**config.mk**
```make
export PLATFORM = sky130hd
export DESIGN_NAME = mii_tx_arbiter
export DESIGN_NICKNAME = d
export VERILOG_FILES = /design/src/rtl/mii_tx_arbiter_pkg.sv /design/src/rtl/mii_rr_arbiter.sv /design/src/rtl/mii_tx_arbiter.sv
export SDC_FILE = /design/constraint.sdc
export NUM_CORES = 1
export LEC_CHECK = 0
export CAP_MARGIN = 20
export CORE_MARGIN = 3
export CORE_UTILIZATION = 50
export CTS_CLUSTER_SIZE = 14
export DETAILED_ROUTE_END_ITERATION = 10
export MAX_ROUTING_LAYER = met4
export PLACE_DENSITY = 0.77
export SYNTH_ARGS = -nofsm -noshare
export SYNTH_HDL_FRONTEND = slang
export SYNTH_SLANG_ARGS = --single-unit
```
**constraint.sdc**
```tcl
create_clock -name i_tx_clk -period 5.5 [get_ports i_tx_clk]
set_clock_uncertainty 0.2 [all_clocks]
set_input_delay 1.1 -clock i_tx_clk [delete_from_list [all_inputs] [get_ports i_tx_clk]]
set_output_delay 1.1 -clock i_tx_clk [all_outputs]
set_load 0.03 [all_outputs]
```
**src/rtl/mii_tx_arbiter_pkg.sv**
```systemverilog
// Shared constants and types for the two-requester MII transmit arbiter.
// Holds the FSM encoding, the preamble/SFD/jam nibble values and the default frame-gap lengths.
package mii_tx_arbiter_pkg;

    localparam int unsigned MiiDataWidth    = 4;
    localparam int unsigned DefIfgNibbles   = 24;
    localparam int unsigned DefJamNibbles   = 8;
    localparam int unsigned PreambleNibbles = 15;

    localparam logic [MiiDataWidth-1:0] PreambleNibble = 4'h5;
    localparam logic [MiiDataWidth-1:0] SfdNibble      = 4'hD;
    localparam logic [MiiDataWidth-1:0] JamNibble      = 4'h5;

    typedef enum logic [2:0] {
        StIdle,
        StPreamble,
        StSfd,
        StDataLo,
        StDataHi,
        StJam,
        StIfg
    } tx_state_e;

    function automatic int unsigned max3(int unsigned a, int unsigned b, int unsigned c);
        int unsigned m;
        m = (a > b) ? a : b;
        return (m > c) ? m : c;
    endfunction

endpackage

```
**src/rtl/mii_rr_arbiter.sv**
```systemverilog
// Two-way round-robin grant. The priority pointer only moves when the grant is taken,
// so it advances once per frame rather than once per byte.
module mii_rr_arbiter (
    input  logic       clk_i,
    input  logic       rst_i,
    input  logic [1:0] req_i,
    input  logic       advance_i,
    output logic [1:0] gnt_o,
    output logic       gnt_idx_o
);

    logic prio_q, prio_d;

    always_comb begin
        gnt_idx_o = 1'b0;
        if (req_i == 2'b11) begin
            gnt_idx_o = prio_q;
        end else if (req_i == 2'b10) begin
            gnt_idx_o = 1'b1;
        end
        gnt_o  = (|req_i) ? (2'b01 << gnt_idx_o) : 2'b00;
        prio_d = advance_i ? ~gnt_idx_o : prio_q;
    end

    always_ff @(posedge clk_i) begin
        if (rst_i) begin
            prio_q <= 1'b0;
        end else begin
            prio_q <= prio_d;
        end
    end

endmodule

```
**src/rtl/mii_tx_arbiter.sv**
```systemverilog
// MII transmitter shared by two byte-stream requesters: preamble/SFD framing, nibble
// serialisation, collision/underrun jam and inter-frame gap.
module mii_tx_arbiter
    import mii_tx_arbiter_pkg::*;
#(
    parameter int unsigned IFG_NIBBLES = DefIfgNibbles,
    parameter int unsigned JAM_NIBBLES = DefJamNibbles
) (
    input  logic                    i_tx_clk,
    input  logic                    i_rst,
    input  logic [1:0]              i_req_valid,
    input  logic [7:0]              i_req_data0,
    input  logic [7:0]              i_req_data1,
    input  logic [1:0]              i_req_last,
    output logic [1:0]              o_req_ready,
    output logic [1:0]              o_req_done,
    output logic [1:0]              o_req_abort,
    input  logic                    i_mii_crs,
    input  logic                    i_mii_col,
    output logic                    o_mii_tx_en,
    output logic                    o_mii_tx_er,
    output logic [MiiDataWidth-1:0] o_mii_tx_data,
    output logic                    o_busy
);

    localparam int unsigned CntW = $clog2(max3(PreambleNibbles, JAM_NIBBLES, IFG_NIBBLES) + 1);

    tx_state_e state_q, state_d;
    logic [CntW-1:0] cnt_q, cnt_d;
    logic [7:0] byte_q, byte_d;
    logic last_q, last_d;
    logic sel_q, sel_d;
    logic jam_er_q, jam_er_d;
    logic [1:0] done_q, done_d, abort_q, abort_d;
    logic tx_en_q, tx_en_d, tx_er_q, tx_er_d, busy_q;
    logic [MiiDataWidth-1:0] tx_data_q, tx_data_d;

    logic [1:0] gnt;
    logic       gnt_idx;
    logic       start, more_ok, in_frame, sel_valid, sel_last;
    logic [7:0] sel_data;

    assign start     = (state_q == StIdle) && !i_mii_crs && (|i_req_valid) && !i_rst;
    assign in_frame  = state_q inside {StPreamble, StSfd, StDataLo, StDataHi};
    assign more_ok   = (state_q == StDataHi) && !last_q && !i_mii_col && !i_rst;
    assign sel_valid = i_req_valid[sel_q];
    assign sel_last  = i_req_last[sel_q];
    assign sel_data  = sel_q ? i_req_data1 : i_req_data0;

    mii_rr_arbiter u_rr_arbiter (
        .clk_i     (i_tx_clk),
        .rst_i     (i_rst),
        .req_i     (i_req_valid),
        .advance_i (start),
        .gnt_o     (gnt),
        .gnt_idx_o (gnt_idx)
    );

    always_comb begin
        o_req_ready = 2'b00;
        if (start) begin
            o_req_ready = gnt;
        end else if (more_ok) begin
            o_req_ready[sel_q] = 1'b1;
        end
    end

    always_comb begin
        state_d  = state_q;
        cnt_d    = cnt_q + 1'b1;
        byte_d   = byte_q;
        last_d   = last_q;
        sel_d    = sel_q;
        jam_er_d = jam_er_q;
        done_d   = 2'b00;
        abort_d  = 2'b00;
        if (in_frame && i_mii_col) begin
            state_d          = StJam;
            abort_d[sel_q]   = 1'b1;
        end else begin
            case (state_q)
                StIdle: begin
                    if (start) begin
                        state_d  = StPreamble;
                        sel_d    = gnt_idx;
                        byte_d   = gnt_idx ? i_req_data1 : i_req_data0;
                        last_d   = i_req_last[gnt_idx];
                        jam_er_d = 1'b0;
                    end
                end
                StPreamble: if (cnt_q == CntW'(PreambleNibbles - 1)) state_d = StSfd;
                StSfd:      state_d = StDataLo;
                StDataLo:   state_d = StDataHi;
                StDataHi: begin
                    if (last_q) begin
                        state_d        = StIfg;
                        done_d[sel_q]  = 1'b1;
                    end else if (sel_valid) begin
                        state_d = StDataLo;
                        byte_d  = sel_data;
                        last_d  = sel_last;
                    end else begin
                        // Underrun: jam is flagged with tx_er, unlike a collision jam.
                        state_d        = StJam;
                        jam_er_d       = 1'b1;
                        abort_d[sel_q] = 1'b1;
                    end
                end
                StJam: if (cnt_q == CntW'(JAM_NIBBLES - 1)) state_d = StIfg;
                StIfg: if (cnt_q == CntW'(IFG_NIBBLES - 1)) state_d = StIdle;
                default: state_d = StIdle;
            endcase
        end
        if (state_d != state_q || state_q == StIdle) begin
            cnt_d = '0;
        end
    end

    // Outputs are decoded from the next state so the registered pins line up with state_q.
    always_comb begin
        tx_en_d   = 1'b0;
        tx_er_d   = 1'b0;
        tx_data_d = '0;
        case (state_d)
            StPreamble: begin tx_en_d = 1'b1; tx_data_d = PreambleNibble; end
            StSfd:      begin tx_en_d = 1'b1; tx_data_d = SfdNibble; end
            StDataLo:   begin tx_en_d = 1'b1; tx_data_d = byte_d[3:0]; end
            StDataHi:   begin tx_en_d = 1'b1; tx_data_d = byte_d[7:4]; end
            StJam:      begin tx_en_d = 1'b1; tx_er_d = jam_er_d; tx_data_d = JamNibble; end
            default:    ;
        endcase
    end

    always_ff @(posedge i_tx_clk) begin
        if (i_rst) begin
            state_q   <= StIdle;
            cnt_q     <= '0;
            byte_q    <= '0;
            last_q    <= 1'b0;
            sel_q     <= 1'b0;
            jam_er_q  <= 1'b0;
            done_q    <= 2'b00;
            abort_q   <= 2'b00;
            tx_en_q   <= 1'b0;
            tx_er_q   <= 1'b0;
            tx_data_q <= '0;
            busy_q    <= 1'b0;
        end else begin
            state_q   <= state_d;
            cnt_q     <= cnt_d;
            byte_q    <= byte_d;
            last_q    <= last_d;
            sel_q     <= sel_d;
            jam_er_q  <= jam_er_d;
            done_q    <= done_d;
            abort_q   <= abort_d;
            tx_en_q   <= tx_en_d;
            tx_er_q   <= tx_er_d;
            tx_data_q <= tx_data_d;
            busy_q    <= (state_d != StIdle);
        end
    end

    assign o_req_done    = done_q;
    assign o_req_abort   = abort_q;
    assign o_mii_tx_en   = tx_en_q;
    assign o_mii_tx_er   = tx_er_q;
    assign o_mii_tx_data = tx_data_q;
    assign o_busy        = busy_q;

endmodule

```
Word-level counts from Yosys, hierarchy flattened --
Cells that the tools add are included.
Storage, ports and cells: register bits after elaboration 31, bits of input ports 24, output and inout bits 13, word-level logic and storage cells 109
Cells by class: add/subtract/negate cells 1, order comparisons 3, equality and inequality tests 18, shift-type cells 1, muxes and demuxes 43, bitwise operators 5, reduce and logical (&&, ||, !) cells 25
Operator list (count):
- 8-bit two-way mux | 6
- 3-bit two-way mux | 7
- 3-bit case mux with 7 select lines | 1
- 1-bit two-way mux | 17
- 4-bit case mux with 4 select lines | 1
- 8-bit case mux with 2 select lines | 1
- 3-bit == test, second input constant | 5
- 2-bit two-way mux | 7
- 3-bit by 2-bit == test with 1-bit output, second input constant | 4
- 1-bit logical AND | 8
- 2-bit OR reduction | 4
- 3-bit by 1-bit == test with 1-bit output, second input constant | 2
- 3-bit AND reduction | 2
- 5-bit by 1-bit adder with 5-bit output, second input constant | 1
- 5-bit by 3-bit == test with 1-bit output, second input constant | 1
- 5-bit by 4-bit == test with 1-bit output, second input constant | 1
- 5-bit == test, second input constant | 1
- 1-bit inverter | 5
- 5-bit OR reduction | 1
- 2-bit == test, second input constant | 2
- 1-bit logical NOT | 4
- 1-bit by 2-bit less-than comparator with 1-bit output, second input constant | 2
- 1-bit case mux with 2 select lines | 2
- 4-bit nonzero test | 1
- 10 further kinds | 10

Logic depth before layout (Yosys ltp) --
Gate-level depths: netlist of the first run.
depth after elaboration 10, mapped depth 11, gate-level depth less buffers 10

Cells and area by module --
Synthesis of the first run repeated with hierarchy kept, for this count alone.
Unflattened totals: cell total of the unflattened synthesis 196, area, all modules 1856.8 um^2
By module, submodules not included:
- mii_tx_arbiter | times used 1, cells each 189, area an instance 1781.7 um^2, sequential area each 600.6 um^2
- mii_rr_arbiter | times used 1, cells each 7, area an instance 75.1 um^2, sequential area each 20.0 um^2

Worst setup path before layout of the first run --
No wires, ideal clock.
path type input to output, from input i_rst, to output o_req_ready[0], arrival time 2.371 ns, data required time 4.200 ns, path slack 1.829 ns, stages on the path 2, path buffers 1, cell sequence buf_2 o41ai_1
On the way: cells in the longest elaborated chain, start to end 4, elaborated cells on any way between the ends 5, classes of those cells mux (2); reduce/logical (3)
RTL lines:
- start, declared | line mii_tx_arbiter.sv:10 | input logic i_rst,
- 1-bit logical NOT * | line mii_tx_arbiter.sv:43, mii_tx_arbiter.sv:45
- 1-bit logical AND | line mii_tx_arbiter.sv:45 | assign more_ok = (state_q == StDataHi) && !last_q && !i_mii_col && !i_rst;
- 2-bit two-way mux | line mii_tx_arbiter.sv:63 | end else if (more_ok) begin
- 2-bit two-way mux * | line mii_tx_arbiter.sv:61 | if (start) begin
- end, declared | line mii_tx_arbiter.sv:15 | output logic [1:0] o_req_ready,
Every way passes the cells marked *; elsewhere a longest branch is shown, timed or not.

Final worst setup path of the first run --
from input i_rst, to output o_req_ready[1]
Same word-level chain as after synthesis.

==> out/qor_table.md, run 1 <==
| Group | Item | Value |
|:---|:---|:---|
| run status | Run status | finished, final reports clean |
| clocking | Maximum level of the CTS H-tree | 2 |
| placement | Placer Congestion | 0.886 |
| power | Leak pwr | 0.822 nW |
| route | Wl on met1 | 2.22 mm |
| synth | Count of warnings emitted by yosys | 0 |
| flow run | Max-cap violation count | 0 |
| route | Post-Route WL | 4.40 mm |
| floorplan | I/O pin count | 37 |
| clocking | Worst-Skew Late Latency | 0.29 ns |
| worst setup path | Critical path launch point | i_rst |
| synth | Cell with the most instances after synthesis | sky130_fd_sc_hd__dfxtp_1 |
| clocking | Post-CTS Setup Bufs | 0 |
| worst setup path | Launching element type of the critical path | input port |
| worst setup path | Type of the setup path with the least slack | in2out |
| route | Number of detailed-routing iterations run before antenna repair | 4 |
| clocking | Number of clock sinks seen by CTS | 31 |
| global route | Global-route total usage across every layer | 22.2% |
| clocking | Count of hold buffers inserted by post-cts repair | 0 |
| clocking | Number of buffers created by CTS | 5 |
| cells and area | Area overhead of the layout relative to synthesis | 24.5% |
| power | Internal power | 0.477 mW |
| power | Total power consumption of the routed design | 0.703 mW |
| sta | Worst-case setup margin in the final layout | 1.17 ns |
| route | Met2 WL | 1.91 mm |
| sta | Setup repair after global routing missed its margin | false |
| synth | Proportion of synthesized chip area in sequential cells | 33.7% |
| sta | Setup Viol. Count Final | 0 |
| power | Pwr dens | 307 mW/mm^2 |
| synth | Share of async-settable or async-resettable flops after synthesis | 0% |
| synth | Largest area contributor in the synthesized netlist | sky130_fd_sc_hd__dfxtp_1 |
| cells and area | Non-filler cells in the finished layout | 286 |
| placement | HPWL Detailed | 3.13 mm |
| synth | Count of different cell masters after synthesis | 60 |
| cells and area | Post-Layout Inst Area | 0.00229 sq mm |
| route | Max Used Layer | met4 |
| power | Max rail drop VDD | 195 uV |
| route | Remaining routing DRC violations | 0 |
| route | Post-DRT Antenna Nets | 0 |
| cells and area | Count of fill cells added during filler insertion | 306 |
| synth | Per-instance average area after synthesis | 8.81 sq um |
| power | Proportion of power drawn by flip-flops and latches | 37.6% |
| synth | Yosys reg bits | 31 |
| sta | Achievable Freq | 0.231 GHz |
| worst setup path | R2R depth | 8 |
| cells and area | Number of nets in the finished design | 266 |
| min path | Hold Path Stages | 1 |
| power | Clk network pwr share | 33.8% |
| min path | Type of the worst min-delay path | reg2reg |
| route | Met3 wire len | 213 um |
| floorplan | DIE HEIGHT | 66.7 um |
| clocking | Maximum number of buffers from clock root to sink | 2 |
| floorplan | Placeable core region | 0.00344 sq mm |
| global route | Antenna violations before repair | 0 |
| synth | Net count after synthesis | 236 |
| sta | Post-layout minimum cycle time | 4.33 ns |
| cells and area | Antenna diode instance count | 0 |
| floorplan | Placement row count | 21 |
| sta | Slew at the pin closest to its max-slew limit | 0.871 ns |
| worst setup path | R2r startpoint | state_q[1]$_SDFF_PP0_ |
| floorplan | Die area | 0.00445 sq mm |
| placement | Number of instances in the placed design | 278 |
| synth | Share of Yosys cell area claimed by the top area cell type | 33.7% |
| clocking | Clock tree root buffer cell | sky130_fd_sc_hd__clkbuf_8 |
| worst setup path | Worst EP arrival | 3.03 ns |
| worst setup path | Data required time at the worst endpoint | 4.20 ns |
| sta | Number of failing hold endpoints at the final stage | 0 |
| worst setup path | Endpoint kind of the worst setup timing path | output port |
| synth | Number of enable-type register cells in the synthesized netlist | 0 |
| worst setup path | Reg2reg setup slack | 2.14 ns |
| synth | Top FF cell, synth | sky130_fd_sc_hd__dfxtp_1 |
| route | 1st-iter DRT viols | 126 |
| global route | Global-route wire length before repair | 7.26 mm |
| synth | Leading post-synthesis cells by instance count | sky130_fd_sc_hd__dfxtp_1 (31), sky130_fd_sc_hd__nor2_1 (17), sky130_fd_sc_hd__nand2_1 (13) |
| cells and area | Share of the core filled with cells in the final layout | 66.6% |
| power | Combinational fraction of design power | 28.5% |
| floorplan | Starting Density | 53.5% |
| route | Per-cell routed wire length | 15.4 um |
| route | Via-to-Cell Ratio | 5.85 |
| clocking | Clock-pin slew on the worst setup and hold paths | 0.07 ns |
| global route | Remaining Overflow, GRT | 0 |
| placement | Placement Setup Slack | 1.23 ns |
| power | Power spent charging and discharging nets | 0.226 mW |
| synth | Synth Cell Area | 0.00184 sq mm |
| cells and area | Fraction of final layout cells sized beyond drive strength 1 | 9.17% |
| floorplan | Die outline width | 66.7 um |
| sta | Post-route fraction of the period consumed by the critical path | 78.8% |
| global route | Vias in the first global route | 1536 |
| clocking | TritonCTS clock tree | yes |
| placement | Port Buffers | 36 |
| synth | Largest cells by area after synthesis | sky130_fd_sc_hd__dfxtp_1 (34%), sky130_fd_sc_hd__nor2_1 (3.5%), sky130_fd_sc_hd__nor3_1 (3.3%) |
| worst setup path | Largest fanout of any net on the critical path | 6 |
| sta | Setup TNS | 0 ns |
| sta | Max-slew violation count | 0 |
| route | Total number of vias | 1672 |
| power | Fraction of power spent switching nets | 32.2% |
| sta | Fin Hold WS | 0.291 ns |
| global route | Pin count of the biggest net entering global routing | 25 |
| synth | Cells after Synth | 209 |
| clocking | Post-CTS resize count | 0 |
| placement | Placed Area | 0.00218 sq mm |
| min path | HP Start | cnt_q[0]$_SDFF_PP0_ |
| sta | Relative slew slack | 41.8% |
## path summary, 6_finish.rpt
path,end
setup / recovery,o_req_ready[1]
hold reg to reg,cnt_q[0]$_SDFF_PP0_
setup reg to reg,o_mii_tx_data[2]$_SDFF_PP0_
hold / removal,cnt_q[0]$_SDFF_PP0_
## power groups by stage
stage	registers (mW)	clock network, mW	logic [mW]
after detailed placement	0.270	0	0.198
after CTS	0.265	0.240	0.199
after floorplan	0.276	0	0.138
after global placement	0.269	0	0.198
final	0.265	0.238	0.201
after global routing	0.267	0.249	0.219
## metal layers
metal	up-vias	global-route usage (%)
li1	839	-
met1	785	30.2
met2	43	32.2
met3	5	6.07
met4	0	6.35
met5	-	-
## cell usage in the layout, fill, tap and decap left out, drive strengths merged, types with 5 or more instances in the layout
| cell | synthesis | routed |
|---|---|---|
| a21oi | 6 | 6 |
| a221oi | 7 | 7 |
| clkbuf | 4 | 6 |
| clkdlybuf4s50 | 0 | 36 |
| dfxtp | 31 | 31 |
| inv | 8 | 8 |
| nand2 | 13 | 13 |
| nand2b | 9 | 9 |
| nand3 | 9 | 9 |
| nor2 | 18 | 18 |
| nor3 | 13 | 13 |
| nor4 | 5 | 5 |
| o21ai | 6 | 6 |
## registers in the layout (all words and copies together) (netlist names)
signal               flops
byte_q                   8
o_mii_tx_data            4
o_mii_tx_er              1
jam_er_q                 1
state_q                  3
u_rr_arbiter.prio_q      1
o_busy                   1
cnt_q                    5
o_req_done               2
o_req_abort              2
sel_q                    1
o_mii_tx_en              1
last_q                   1
## area by class of cell
| class | instances | area, sq um | share of cell area (%) |
|---|---|---|---|
| inverters | 8 | 30.0 | 1.31 |
| multi-input cells | 156 | 1100 | 48.0 |
| flip-flops and latches | 31 | 621 | 27.1 |
| well taps | 46 | 57.6 | 2.51 |
| clock buffers | 6 | 82.6 | 3.60 |
| clock inverters | 2 | 35.0 | 1.53 |
| repair buffers | 37 | 368 | 16.0 |
## critical path, stage by stage
cell	delay, ns
sky130_fd_sc_hd__clkdlybuf4s50_1	0.55
sky130_fd_sc_hd__nor3_4	0.31
sky130_fd_sc_hd__nand4_1	0.18
sky130_fd_sc_hd__o31ai_1	0.16
sky130_fd_sc_hd__clkdlybuf4s50_1	0.73
## kinds of logic after synthesis
group	count (synthesis)	synth area share, %
AO/OA/AOI/OAI	50	22.6
XOR/XNOR	6	2.85
adder cells (fa/ha/maj)	3	2.04
buffers and inverters	22	6.59
flip-flops	31	33.7
multiplexers	2	1.09
AND/OR/NAND/NOR	95	31.1
Note: power is estimated with default switching activity, not from simulation.
==> inputs of run 2 (changes only) <==
--- a/config.mk
+++ b/config.mk
@@ -7,11 +7,11 @@
 export LEC_CHECK = 0
 export CAP_MARGIN = 20
 export CORE_MARGIN = 3
-export CORE_UTILIZATION = 50
+export CORE_UTILIZATION = 46
 export CTS_CLUSTER_SIZE = 14
 export DETAILED_ROUTE_END_ITERATION = 10
 export MAX_ROUTING_LAYER = met4
-export PLACE_DENSITY = 0.77
+export PLACE_DENSITY = 0.74
 export SYNTH_ARGS = -nofsm -noshare
 export SYNTH_HDL_FRONTEND = slang
 export SYNTH_SLANG_ARGS = --single-unit
==> constraint.sdc (replaced) <==
create_clock -name i_tx_clk -period 3.5 [get_ports i_tx_clk]
set_clock_uncertainty 0.2 [all_clocks]
set_input_delay 0.7 -clock i_tx_clk [delete_from_list [all_inputs] [get_ports i_tx_clk]]
set_output_delay 0.7 -clock i_tx_clk [all_outputs]
set_load 0.03 [all_outputs]
==> out/qor_table.md, run 2 (same netlist as run 1, synthesis figures left out) <==
| Group | Item | Value | Delta |
|:---|:---|:---|:---|
| run status | Run status | finished, final reports clean |  |
| route | Total number of vias | 1677 | +0.30% |
| global route | Antenna violations before repair | 0 | unchanged |
| sta | Setup Viol. Count Final | 0 | unchanged |
| floorplan | Die area | 0.00480 sq mm | +7.9% |
| global route | Pin count of the biggest net entering global routing | 23 | -8.0% |
| floorplan | Starting Density | 48.8% | -4.7 points |
| worst setup path | Launching element type of the critical path | input port |  |
| worst setup path | Number of stages on the worst setup path | 5 | unchanged |
| cells and area | Antenna diode instance count | 0 | unchanged |
| worst setup path | Critical path endpoint | o_req_ready[1] |  |
| clocking | Number of clock sinks seen by CTS | 31 | unchanged |
| worst setup path | R2r startpoint | state_q[1]$_SDFF_PP0_ |  |
| floorplan | Placeable core region | 0.00377 sq mm | +9.6% |
| worst setup path | Worst-path cell with the longest stage delay | sky130_fd_sc_hd__clkdlybuf4s50_1 |  |
| global route | Global-route total usage across every layer | 19.5% | -2.7 points |
| clocking | Number of buffers created by CTS | 5 | unchanged |
| route | Remaining routing DRC violations | 0 | unchanged |
| floorplan | Die outline width | 69.3 um | +3.9% |
| worst setup path | Largest fanout of any net on the critical path | 5 | -1 |
| global route | M3 GR Usage | 4.20% | -1.9 points |
| cells and area | Most frequent standard cell in the layout excluding fill and tap cells | sky130_fd_sc_hd__clkdlybuf4s50_1 |  |
| sta | Relative slew slack | 50.7% | +8.9 points |
| clocking | Clock tree root buffer cell | sky130_fd_sc_hd__clkbuf_8 |  |
| sta | Post-layout minimum cycle time | 2.97 ns |  |
| global route | Met2 track utilization from global routing | 29.8% | -2.4 points |
| clocking | Count of hold buffers inserted by post-cts repair | 0 | unchanged |
| power | Total power consumption of the routed design | 1.11 mW | +58% |
| worst setup path | Endpoint kind of the worst setup timing path | output port |  |
| clocking | Maximum level of the CTS H-tree | 2 | unchanged |
| worst setup path | Crit path buffers/inverters | 3 | +1 |
| sta | Worst-case setup margin in the final layout | 0.530 ns | -0.638 ns |
| placement | Placement Setup Slack | 0.289 ns | -0.936 ns |
| global route | Global-route wire length before repair | 7.53 mm | +3.8% |
| global route | Met1 track demand over resource | 25.8% | -4.4 points |
| placement | HPWL Detailed | 3.23 mm | +3.4% |
| clocking | Post-CTS Setup Bufs | 0 | unchanged |
| route | Via-to-Cell Ratio | 5.63 | -3.7% |
| sta | Setup TNS | 0 ns | unchanged |
| sta | Slew at the pin closest to its max-slew limit | 0.738 ns | -0.133 ns |
| cells and area | Fraction of final layout cells sized beyond drive strength 1 | 13.6% | +4.4 points |
| worst setup path | Type of the setup path with the least slack | in2out |  |
| placement | Port Buffers | 36 | unchanged |
| worst setup path | Most frequent CP cell | sky130_fd_sc_hd__buf_4 |  |
| worst setup path | Dominant delay contributor by cell family on the critical path | buffers and inverters |  |
| power | Leak pwr | 0.874 nW | +6.3% |
| global route | Global route hottest layer | met2 |  |
| worst setup path | Critical path launch point | i_rst |  |
| worst setup path | Worst EP arrival | 2.07 ns | -0.96 ns |
| worst setup path | Reg2reg setup slack | 0.61 ns | -1.53 ns |
| route | Post-Route WL | 4.33 mm | -1.6% |
| sta | Setup repair after global routing missed its margin | false |  |
| route | Post-DRT Antenna Nets | 0 | unchanged |
| route | 1st-iter DRT viols | 112 | -11% |
| clocking | Clock-pin slew on the worst setup and hold paths | 0.06 ns | about the same |
| min path | Type of the worst min-delay path | reg2reg |  |
| clocking | TritonCTS clock tree | yes |  |
| worst setup path | Data required time at the worst endpoint | 2.60 ns | -1.60 ns |
| floorplan | DIE HEIGHT | 69.3 um | +3.9% |
| cells and area | Number of nets in the finished design | 276 | +3.8% |
| flow run | Max-cap violation count | 0 | unchanged |
| global route | Remaining Overflow, GRT | 0 | unchanged |
| sta | Number of failing hold endpoints at the final stage | 0 | unchanged |
| clocking | Post-CTS resize count | 0 | unchanged |
| worst setup path | Series of cell instances along the critical path | clkdlybuf4s50_1 -> buf_4 -> nand2b_1 -> o31ai_1 -> buf_4 |  |
| floorplan | Placement row count | 22 | +4.8% |
| route | Number of detailed-routing iterations run before antenna repair | 4 | unchanged |
| worst setup path | Reg-to-Reg End | o_mii_tx_data[2]$_SDFF_PP0_ |  |
| power | Max rail drop VDD | 318 uV | +64% |
| route | Per-cell routed wire length | 14.5 um | -5.6% |
| sta | Post-route fraction of the period consumed by the critical path | 84.9% |  |
| sta | Achievable Freq | 0.337 GHz |  |
| clocking | Maximum number of buffers from clock root to sink | 2 | unchanged |
| floorplan | I/O pin count | 37 | unchanged |
| clocking | Worst-Skew Late Latency | 0.29 ns | about the same |
| cells and area | Register with the highest flop count | byte_q |  |
| placement | Placer Congestion | 0.900 | +1.7% |
| global route | Vias in the first global route | 1578 | +2.7% |
| sta | Max-slew violation count | 0 | unchanged |
| worst setup path | Critical path's largest stage delay | 0.52 ns | -0.21 ns |
| cells and area | Leading cell types in the layout, fill and taps excluded | sky130_fd_sc_hd__clkdlybuf4s50_1 (34), sky130_fd_sc_hd__dfxtp_1 (31), sky130_fd_sc_hd__nor2_1 (17) |  |
| cells and area | Area overhead of the layout relative to synthesis | 28.5% |  |
| worst setup path | R2R depth | 9 | +1 |
| cells and area | Flip-flop count of the largest register after layout | 8 | unchanged |
| power | Pwr dens | 470 mW/mm^2 | +53% |
[run 2: layer usage]
metal | up-vias | share of wire [%]
met5 | - | 0
li1 | 870 | -
met3 | 7 | 4.2
met4 | 0 | 1.5
met2 | 43 | 46
met1 | 757 | 49
[run 2: cell type report]
class / count / area (sq um)
Multi-Input combinational cell: 156 / 1100
Timing Repair Buffer: 47 / 438
Inverter: 8 / 30.0
Tap cell: 48 / 60.1
Sequential cell: 31 / 621
Fill cell: 322 / 1410
Clock inverter: 2 / 35.0
Clock buffer: 6 / 82.6
[run 2: worst min path at each step]
stage | slack [ns] | cells past startpoint | endpoint | start
5_1_grt | 0.32 | 2 | u_rr_arbiter.prio_q$_SDFFE_PP0P_ | u_rr_arbiter.prio_q$_SDFFE_PP0P_
3_3_place_gp | 0.27 | 2 | byte_q[4]$_SDFF_PP0_ | byte_q[4]$_SDFF_PP0_
3_5_place_dp | 0.28 | 2 | byte_q[4]$_SDFF_PP0_ | byte_q[4]$_SDFF_PP0_
6_report | 0.28 | 2 | byte_q[4]$_SDFF_PP0_ | byte_q[4]$_SDFF_PP0_
2_1_floorplan | 0.25 | 2 | byte_q[4]$_SDFF_PP0_ | byte_q[4]$_SDFF_PP0_
4_1_cts | 0.28 | 2 | byte_q[4]$_SDFF_PP0_ | byte_q[4]$_SDFF_PP0_
[run 2: power breakdown]
part           total [mW]  leakage, nW  internal (mW)  switching [mW]
sequential          0.412        0.252          0.383          0.0292
combinational       0.333        0.561          0.150           0.183
clock               0.366       0.0612          0.230           0.136
total                1.11        0.874          0.763           0.348
[run 2: worst min-delay path, cell delays in order, from the launching register on]
cell	delay (ns)
sky130_fd_sc_hd__dfxtp_1	0.29
sky130_fd_sc_hd__inv_1	0.06
sky130_fd_sc_hd__a221oi_1	0.07
[run 2: through the flow]
step	area (sq um)	hold slack [ns]	util (%)	instances
floorplan	1840	0.253	-	209
global placement	2250	0.267	59.6	290
detailed placement	2250	0.275	59.6	290
CTS	2370	0.284	62.7	298
global route	2370	0.325	62.7	298
finish	2370	0.284	62.7	298
